[src/rtl/duck_palette_pkg.sv]
// Shared types and constants for the duck sprite palette encoder.
//   rgb_t           : 12-bit {R,G,B} colour, 4 bits per channel
//   idx_t           : palette index
//   enc_state_t     : encoder FSM states
//   DEFAULT_PALETTE : table the palette regfile reloads on reset
//   abs_diff        : unsigned absolute difference of one colour channel
package duck_palette_pkg;

  localparam int unsigned NUM_ENTRIES = 16;
  localparam int unsigned IDX_W       = $clog2(NUM_ENTRIES);
  localparam int unsigned CH_W        = 4;
  localparam int unsigned RGB_W       = 3 * CH_W;
  localparam int unsigned DIST_W      = CH_W + 2;

  typedef logic [RGB_W-1:0]  rgb_t;
  typedef logic [IDX_W-1:0]  idx_t;
  typedef logic [DIST_W-1:0] dist_t;

  typedef enum logic [1:0] {
    StIdle   = 2'd0,
    StSearch = 2'd1,
    StDone   = 2'd2
  } enc_state_t;

  localparam rgb_t DEFAULT_PALETTE [0:NUM_ENTRIES-1] = '{
    12'hAEA, 12'h00A, 12'hFFF, 12'hF76, 12'hB0B, 12'hFFF, 12'hFFF, 12'hFFF,
    12'hFFF, 12'hFFF, 12'hFFF, 12'hFFF, 12'hFFF, 12'hFFF, 12'hFFF, 12'hFFF
  };

  function automatic logic [CH_W-1:0] abs_diff(input logic [CH_W-1:0] a,
                                               input logic [CH_W-1:0] b);
    return (a >= b) ? (a - b) : (b - a);
  endfunction

endpackage

[src/rtl/color_distance.sv]
// Combinational Manhattan distance between two {R,G,B} colours.
//   i_a, i_b : colours to compare
//   o_dist   : |dR| + |dG| + |dB|, unsigned, wide enough for the 3*15 maximum
module color_distance
  import duck_palette_pkg::*;
(
  input  logic [RGB_W-1:0]  i_a,
  input  logic [RGB_W-1:0]  i_b,
  output logic [DIST_W-1:0] o_dist
);

  logic [CH_W-1:0] w_d_r;
  logic [CH_W-1:0] w_d_g;
  logic [CH_W-1:0] w_d_b;

  assign w_d_r = abs_diff(i_a[2*CH_W +: CH_W], i_b[2*CH_W +: CH_W]);
  assign w_d_g = abs_diff(i_a[CH_W +: CH_W],   i_b[CH_W +: CH_W]);
  assign w_d_b = abs_diff(i_a[0 +: CH_W],      i_b[0 +: CH_W]);

  assign o_dist = {2'b00, w_d_r} + {2'b00, w_d_g} + {2'b00, w_d_b};

endmodule

[src/rtl/duck_palette_encoder.sv]
// RGB-to-palette-index encoder for the 16-entry duck sprite palette.
// Scans the run-time-writable palette one entry per cycle and returns the exact
// match index, or the nearest entry by Manhattan distance (lowest index on ties).
//   Clk, Reset_n                    : clock, async active-low reset
//   pal_we/pal_waddr/pal_wdata      : palette write port, any state
//   in_valid/in_ready/in_rgb        : colour request handshake
//   out_valid/out_ready             : result handshake
//   out_index/out_exact             : result index and exact-match flag
module duck_palette_encoder
  import duck_palette_pkg::*;
#(
  parameter int unsigned TRANSPARENT_IDX  = 0,
  parameter bit          SKIP_TRANSPARENT = 1'b1
) (
  input  logic             Clk,
  input  logic             Reset_n,
  input  logic             pal_we,
  input  logic [IDX_W-1:0] pal_waddr,
  input  logic [RGB_W-1:0] pal_wdata,
  input  logic             in_valid,
  output logic             in_ready,
  input  logic [RGB_W-1:0] in_rgb,
  output logic             out_valid,
  input  logic             out_ready,
  output logic [IDX_W-1:0] out_index,
  output logic             out_exact
);

  enc_state_t r_state, w_state_next;
  rgb_t       r_pal [NUM_ENTRIES];
  rgb_t       r_rgb, w_rgb_next;
  idx_t       r_idx, w_idx_next;
  dist_t      r_best_dist, w_best_dist_next;
  idx_t       r_best_idx, w_best_idx_next;
  idx_t       r_out_index, w_out_index_next;
  logic       r_out_exact, w_out_exact_next;

  dist_t      w_dist;
  logic       w_consider;
  logic       w_better;
  logic       w_last;

  color_distance u_color_distance (
    .i_a    (r_rgb),
    .i_b    (r_pal[r_idx]),
    .o_dist (w_dist)
  );

  // The transparent entry may only win by exact match; the exact case is
  // handled before this flag is used, so here it simply blocks that entry.
  assign w_consider = !(SKIP_TRANSPARENT && (r_idx == IDX_W'(TRANSPARENT_IDX)));
  assign w_better   = w_consider && (w_dist < r_best_dist);
  assign w_last     = (r_idx == IDX_W'(NUM_ENTRIES - 1));

  assign in_ready  = (r_state == StIdle);
  assign out_valid = (r_state == StDone);
  assign out_index = r_out_index;
  assign out_exact = r_out_exact;

  // Palette regfile: a compare in the same cycle as a write sees the old value.
  always_ff @(posedge Clk or negedge Reset_n) begin
    if (!Reset_n) begin
      for (int i = 0; i < NUM_ENTRIES; i++) begin
        r_pal[i] <= DEFAULT_PALETTE[i];
      end
    end else if (pal_we) begin
      r_pal[pal_waddr] <= pal_wdata;
    end
  end

  always_ff @(posedge Clk or negedge Reset_n) begin
    if (!Reset_n) begin
      r_state     <= StIdle;
      r_rgb       <= '0;
      r_idx       <= '0;
      r_best_dist <= '1;
      r_best_idx  <= '0;
      r_out_index <= '0;
      r_out_exact <= 1'b0;
    end else begin
      r_state     <= w_state_next;
      r_rgb       <= w_rgb_next;
      r_idx       <= w_idx_next;
      r_best_dist <= w_best_dist_next;
      r_best_idx  <= w_best_idx_next;
      r_out_index <= w_out_index_next;
      r_out_exact <= w_out_exact_next;
    end
  end

  always_comb begin
    w_state_next     = r_state;
    w_rgb_next       = r_rgb;
    w_idx_next       = r_idx;
    w_best_dist_next = r_best_dist;
    w_best_idx_next  = r_best_idx;
    w_out_index_next = r_out_index;
    w_out_exact_next = r_out_exact;
    unique case (r_state)
      StIdle: begin
        if (in_valid) begin
          w_rgb_next       = in_rgb;
          w_idx_next       = '0;
          w_best_dist_next = '1;
          w_best_idx_next  = '0;
          w_state_next     = StSearch;
        end
      end
      StSearch: begin
        if (w_dist == '0) begin
          w_out_index_next = r_idx;
          w_out_exact_next = 1'b1;
          w_state_next     = StDone;
        end else begin
          if (w_better) begin
            w_best_dist_next = w_dist;
            w_best_idx_next  = r_idx;
          end
          if (w_last) begin
            // Best register has not absorbed this cycle's entry yet.
            w_out_index_next = w_better ? r_idx : r_best_idx;
            w_out_exact_next = 1'b0;
            w_state_next     = StDone;
          end else begin
            w_idx_next = r_idx + 1'b1;
          end
        end
      end
      StDone: begin
        if (out_ready) begin
          w_state_next = StIdle;
        end
      end
      default: w_state_next = StIdle;
    endcase
  end

endmodule

[config.mk]
export PLATFORM = sky130hd
export DESIGN_NAME = duck_palette_encoder
export DESIGN_NICKNAME = d
export VERILOG_FILES = /design/src/rtl/duck_palette_pkg.sv /design/src/rtl/color_distance.sv /design/src/rtl/duck_palette_encoder.sv
export SDC_FILE = /design/constraint.sdc
export NUM_CORES = 1
export LEC_CHECK = 0
export BUFFER_PORTS_ARGS = -buffer_cell sky130_fd_sc_hd__buf_2
export CAP_MARGIN = 25
export CORE_MARGIN = 3
export CORE_UTILIZATION = 40
export CTS_CLUSTER_DIAMETER = 50
export CTS_CLUSTER_SIZE = 28
export DETAILED_ROUTE_END_ITERATION = 8
export GPL_ROUTABILITY_DRIVEN = 0
export PLACE_DENSITY = 0.64
export SYNTH_ARGS = -nofsm -noshare
export SYNTH_HDL_FRONTEND = slang
export SYNTH_SLANG_ARGS = --single-unit
[constraint.sdc]
create_clock -name Clk -period 10.3 [get_ports Clk]
set_input_delay 1.03 -clock Clk [delete_from_list [all_inputs] [get_ports Clk]]
set_output_delay 1.03 -clock Clk [all_outputs]
set_load 0.1 [all_outputs]
# After elaboration in Yosys (flattened, before gate mapping)
# Index checks and enable logic that the tools add are counted.
dict set report totals {
  inputBits 33
  regBits 225
  output_inout_bits 7
}
dict set report op_classes {
  addsub 9
  muxes 29
  n_reduce_logical 14
  n_bitwise 2
  n_eq_ne 9
  n_lt_le_gt_ge 7
}
# operator count
set op_table {}
lappend op_table {{$bwmux 192} 1}
lappend op_table {{$bmux 12 s4} 1}
lappend op_table {{$demux 12 s4} 1}
lappend op_table {{$mux 4} 10}
lappend op_table {{$mux 12} 3}
lappend op_table {{$sub 4x4->4} 6}
lappend op_table {{$mux 6} 3}
lappend op_table {{$pmux 4 s2} 2}
lappend op_table {{$ge 4x4->1} 3}
lappend op_table {{$pmux 6 s2} 1}
lappend op_table {{$ge 5x5->1 const B} 2}
lappend op_table {{$not 4->5} 2}
lappend op_table {{$mux 2} 4}
lappend op_table {{$ne 2x2->1 const B} 4}
lappend op_table {{$reduce_and 4->1} 2}
lappend op_table {{$add 6x4->6} 1}
lappend op_table {{$logic_not 6->1} 1}
lappend op_table {{$lt 6x6->1} 1}
lappend op_table {{$pmux 2 s3} 1}
lappend op_table {{$reduce_and 3->1} 2}
lappend op_table {{$add 4x4->5} 1}
lappend op_table {{$lt 5x1->1 const B} 1}
lappend op_table {{$add 4x1->4 const B} 1}
lappend op_table {{$eq 4x4->1 const B} 1}
lappend op_table {{other kinds (11)} 15}

# Depth between registers and ports, before layout
dict set report logic_depth {
  word_depth 13
  depth_mapped 31
  mapped_depth_nobuf 28
}

# Cells and area by module
# A second synthesis with hierarchy kept.
dict set report hier_totals {
  cells_unflattened 840
  hier_area_um2 11786.3
}
# mod n_inst area_each_um2 cells_each seq_area_each_um2
set by_module_without_submodules {}
lappend by_module_without_submodules {duck_palette_encoder 1 10561.4 683 5848.1}
lappend by_module_without_submodules {color_distance 1 1224.9 157 0.0}

# Least setup slack after synthesis
# OpenSTA, ideal clock, no wires.
dict set report synth_timing {
  path_kind {reg-to-reg}
  from {reg r_idx[0]}
  to {reg r_best_dist[0]}
  t_arrival_ps 6253
  slack_ps 3968
  setup_ps 80
  stages_incl_launch_ff 29
  period_less_slack_ps 6332
  cell_sequence {dfrtp_1 clkbuf_1 buf_2 buf_2 mux2i_1 a221oi_1 o21ai_0 and2_1 inv_1 ha_1 inv_1 fa_1 a21o_1 a21o_1 a21oi_1 mux2_2 fa_1 fa_1 a21o_1 a21oi_2 xor2_2 ha_1 nand3b_1 o21bai_1 o221a_2 nand2_1 or3b_1 buf_6 o22a_1}
}
dict set report synth_between {
  elab_chain_len 12
  elab_cells_between_ends 29
  cone_classes {add/sub (8); order compare (4); eq/ne (2); mux (9); bitwise (1); reduce/logical (5)}
}
# element line
set synth_rtl {}
lappend synth_rtl {{start: declaration} duck_palette_encoder.sv:32} ;# idx_t r_idx, w_idx_next;
lappend synth_rtl {{start signal: assignment} duck_palette_encoder.sv:83} ;# r_idx <= w_idx_next;
lappend synth_rtl {{$not 4->5 (not written as such)} duck_palette_encoder.sv:45} ;# .i_b (r_pal[r_idx]),
lappend synth_rtl {{$bmux 12 s4} duck_palette_encoder.sv:45}
lappend synth_rtl {{$mux 12 (not written as such) (2 in a row)} duck_palette_encoder.sv:45}
lappend synth_rtl {{$sub 4x4->4 / $ge 4x4->1 (equally long branches)} duck_palette_pkg.sv:32} ;# return (a >= b) ? (a - b) : (b - a);
lappend synth_rtl {{$mux 4} duck_palette_pkg.sv:32}
lappend synth_rtl {{$add 4x4->5} color_distance.sv:20} ;# assign o_dist = {2'b00, w_d_r} + {2'b00, w_d_g} + {2'b00, w_d_b};
lappend synth_rtl {{$add 6x4->6} color_distance.sv:20}
lappend synth_rtl {{$lt 6x6->1} duck_palette_encoder.sv:52} ;# assign w_better = w_consider && (w_dist < r_best_dist);
lappend synth_rtl {{$logic_and 1x1->1} duck_palette_encoder.sv:52}
lappend synth_rtl {{$ne 2x2->1 (no source line)} n/a}
lappend synth_rtl {{$reduce_and 4->1 (no source line)} n/a}
lappend synth_rtl {{end signal: assignment} duck_palette_encoder.sv:84} ;# r_best_dist <= w_best_dist_next;
lappend synth_rtl {{end: declaration} duck_palette_encoder.sv:33} ;# dist_t r_best_dist, w_best_dist_next;
# Parallel ways exist; a longest one is shown, timed or not. The select of a mux whose other input is x is not followed.
# A chain may end at the register's enable or synchronous reset.

# Worst setup path in the final report
dict set report layout_timing {
  from {reg r_idx[2]}
  to {reg r_best_dist[1]}
}
# The elaborated chain is that of the path after synthesis.

==> metrics.yaml <==
status: "complete, no violations"
ys_async_sr_fraction: 1.00
synth_seq_cells: 225
vias_per_cell: 5.42
maxSlewViolCount: 0
top_layer: "met4"
cts_buffer_depth: 3
ant_nets: 0
layout.cells.most_common: "mux2_2"
syn_area_per_cell_sq_um: 13.5
fmax_mhz: 137
crit_path_start_kind: "register"
die_h_um: 176
ctsResizeCount: 0
r2r_cells: 24
crit_path_end_kind: "register"
syn_area_sq_mm: 0.0116
cts_buffers: 26
wl_met1_um: 11900
fin_area_sq_mm: 0.0131
start_util: 0.410
hp-class: "register to register"
slew_headroom: 0.307
cts_tree: "yes"
grt_overflow: 0
grt_max_degree: 119
drc: 0
required_ps: 10770
clock-sinks: 225
setup_viol: 0
grt_antenna_before_repair: 0
clock_latency_ps: 530
synth_edf_count: 0
place_area_sq_mm: 0.0121
grt_pass1_vias: 7109
endpoint: "r_best_dist[1]$_DFFE_PN1P_"
core_area_sq_mm: 0.0282
worstMarginPinSlew_ps: 1040
grt_usage: 0.166
critPathMaxFanout: 25
cts.reportedPaths.clkPinSlew_ps: 70
n_antenna_cell: 0
wl_per_cell_um: 20.1
cts.hold.buffers_added: 0
hold_viol_final: 0
synth_nets: 934
synth_flop_cell: "dfstp_2"
worstSetupPathType: "register to register"
first_pass_iters: 4
crit_arrival_ps: 7750
drt-total-wl_um: 25800
drive_gt1_frac: 0.570
yosysWarnings: 0
hpwl_um: 16600
nNetsFinal: 959
synth_cells: 858
port_buffers: 39
post-route-util: 0.464
ios: 40
area_growth_pct: 13.2
whs_ps: 489
grt_pass1_wl_um: 40500
period_share: 0.707
std_cell_rows: 61
wl_met2_um: 12400
skew_ps: 14.5
rrSetupSlack_ps: 3010
layout_min_cycle_time_ps: 7290
synth.distinct_cells: 49
rsz0062_at_grt: "false"
num_vias: 6940
yosysSeqAreaShare: 0.506
drt-initial-drc-count: 256
final_cell_mix: "196 x mux2_2, 174 x dfstp_2, 60 x mux2i_1"
fp.dieW_um: 176
cts_root_buffer: "clkbuf_16"
fin_tns_setup_ps: 0
ctsHtreeMaxLevel: 1
cap_violations: 0
dr_wl_met3_um: 1070
reg2reg_from: "r_idx[2]$_DFFE_PN0P_"
crit_path_start: "r_idx[2]$_DFFE_PN0P_"
post_cts_buffers: 0
r2r_end: "r_best_dist[1]$_DFFE_PN1P_"
die_area_sq_mm: 0.0310
flip-flops by register name, summed over array words and instances (netlist names):
name,count
out_exact,1
out_index,4
r_best_dist,6
r_best_idx,4
r_idx,4
r_pal,192
r_rgb,12
r_state,2
logic make-up (layout without fill, tap and decap cells):
family,after synthesis,after routing,synth area share
AOI/OAI and AO/OA,113,113,0.0733
xor gates and xnor gates,10,10,0.00823
adders and majority gates,43,43,0.0517
buffers and inverters,90,135,0.0311
muxes,280,280,0.290
DFF,225,225,0.506
and+or+nand+nor,97,97,0.0399
critical path: stages (launching register included):
cell      delay [ps]
dfrtp_1          780
inv_1            320
nor2_2           160
buf_4            330
a221oi_1         180
o21ai_0          200
and2_1           320
inv_1            130
ha_1             340
a21o_1           190
a21o_1           180
a21oi_1          300
mux2_2           420
fa_1             530
fa_1             450
a21o_1           200
a21oi_2          170
xor2_2           280
ha_1             310
nand3b_1         110
o21bai_1         120
o221a_2          210
nand2_1           90
a211oi_1         630
o22a_1           250
per-layer routing:
layer / vias up / track usage
met5: - / 0
met2: 141 / 0.276
li1: 3174 / -
met3: 35 / 0.0249
met4: 0 / 0.0389
met1: 3590 / 0.231
worst min-delay path by stage:
stage | end | depth (start not counted) | start | slack, ps
detailed placement | r_rgb[7]$_DFFE_PN0P_ | 2 | r_rgb[7]$_DFFE_PN0P_ | 480
global placement | r_rgb[3]$_DFFE_PN0P_ | 2 | r_rgb[3]$_DFFE_PN0P_ | 480
CTS | r_rgb[3]$_DFFE_PN0P_ | 2 | r_rgb[3]$_DFFE_PN0P_ | 500
global route | r_rgb[7]$_DFFE_PN0P_ | 2 | r_rgb[7]$_DFFE_PN0P_ | 510
floorplan | r_rgb[11]$_DFFE_PN0P_ | 2 | r_rgb[11]$_DFFE_PN0P_ | 450
finish | r_rgb[7]$_DFFE_PN0P_ | 2 | r_rgb[7]$_DFFE_PN0P_ | 490
cells in the mapped netlist, types with 5 or more instances:
library cell | n | area [sq um]
clkbuf_1 | 37 | 139
a21o_1 | 19 | 143
xor2_1 | 5 | 43.8
and2_1 | 10 | 62.6
inv_1 | 37 | 139
buf_2 | 11 | 55.1
mux2_2 | 196 | 2210
dfrtp_1 | 51 | 1280
a22oi_1 | 9 | 67.6
mux2i_1 | 60 | 601
a21oi_1 | 12 | 60.1
nor2_1 | 27 | 101
ha_1 | 35 | 438
a221oi_1 | 27 | 236
o221a_2 | 5 | 56.3
dfstp_2 | 174 | 4570
nand3b_1 | 5 | 37.5
nand2_1 | 34 | 128
fa_1 | 8 | 160
mux4_2 | 24 | 541
o22a_1 | 6 | 52.6
o21ai_0 | 20 | 100
nand2b_1 | 6 | 37.5
layout make-up:
cell class,count,area [sq um]
Timing Repair Buffer,50,319
Clock inverter,17,221
Fill cell,2483,15100
Sequential cell,225,5850
Tap cell,378,473
Multi-Input combinational cell,543,5380
Inverter,37,139
Clock buffer,31,699
metrics by stage:
stage	instances	worst slack, ps
final	1281	3010
after global routing	1281	2550
after CTS	1279	3060
after detailed placement	1231	3100
after global placement	1230	3190
after floorplan	858	3970
Power is not shown: default switching activity piles up to over one toggle a cycle in this logic, so the estimate is an artifact.
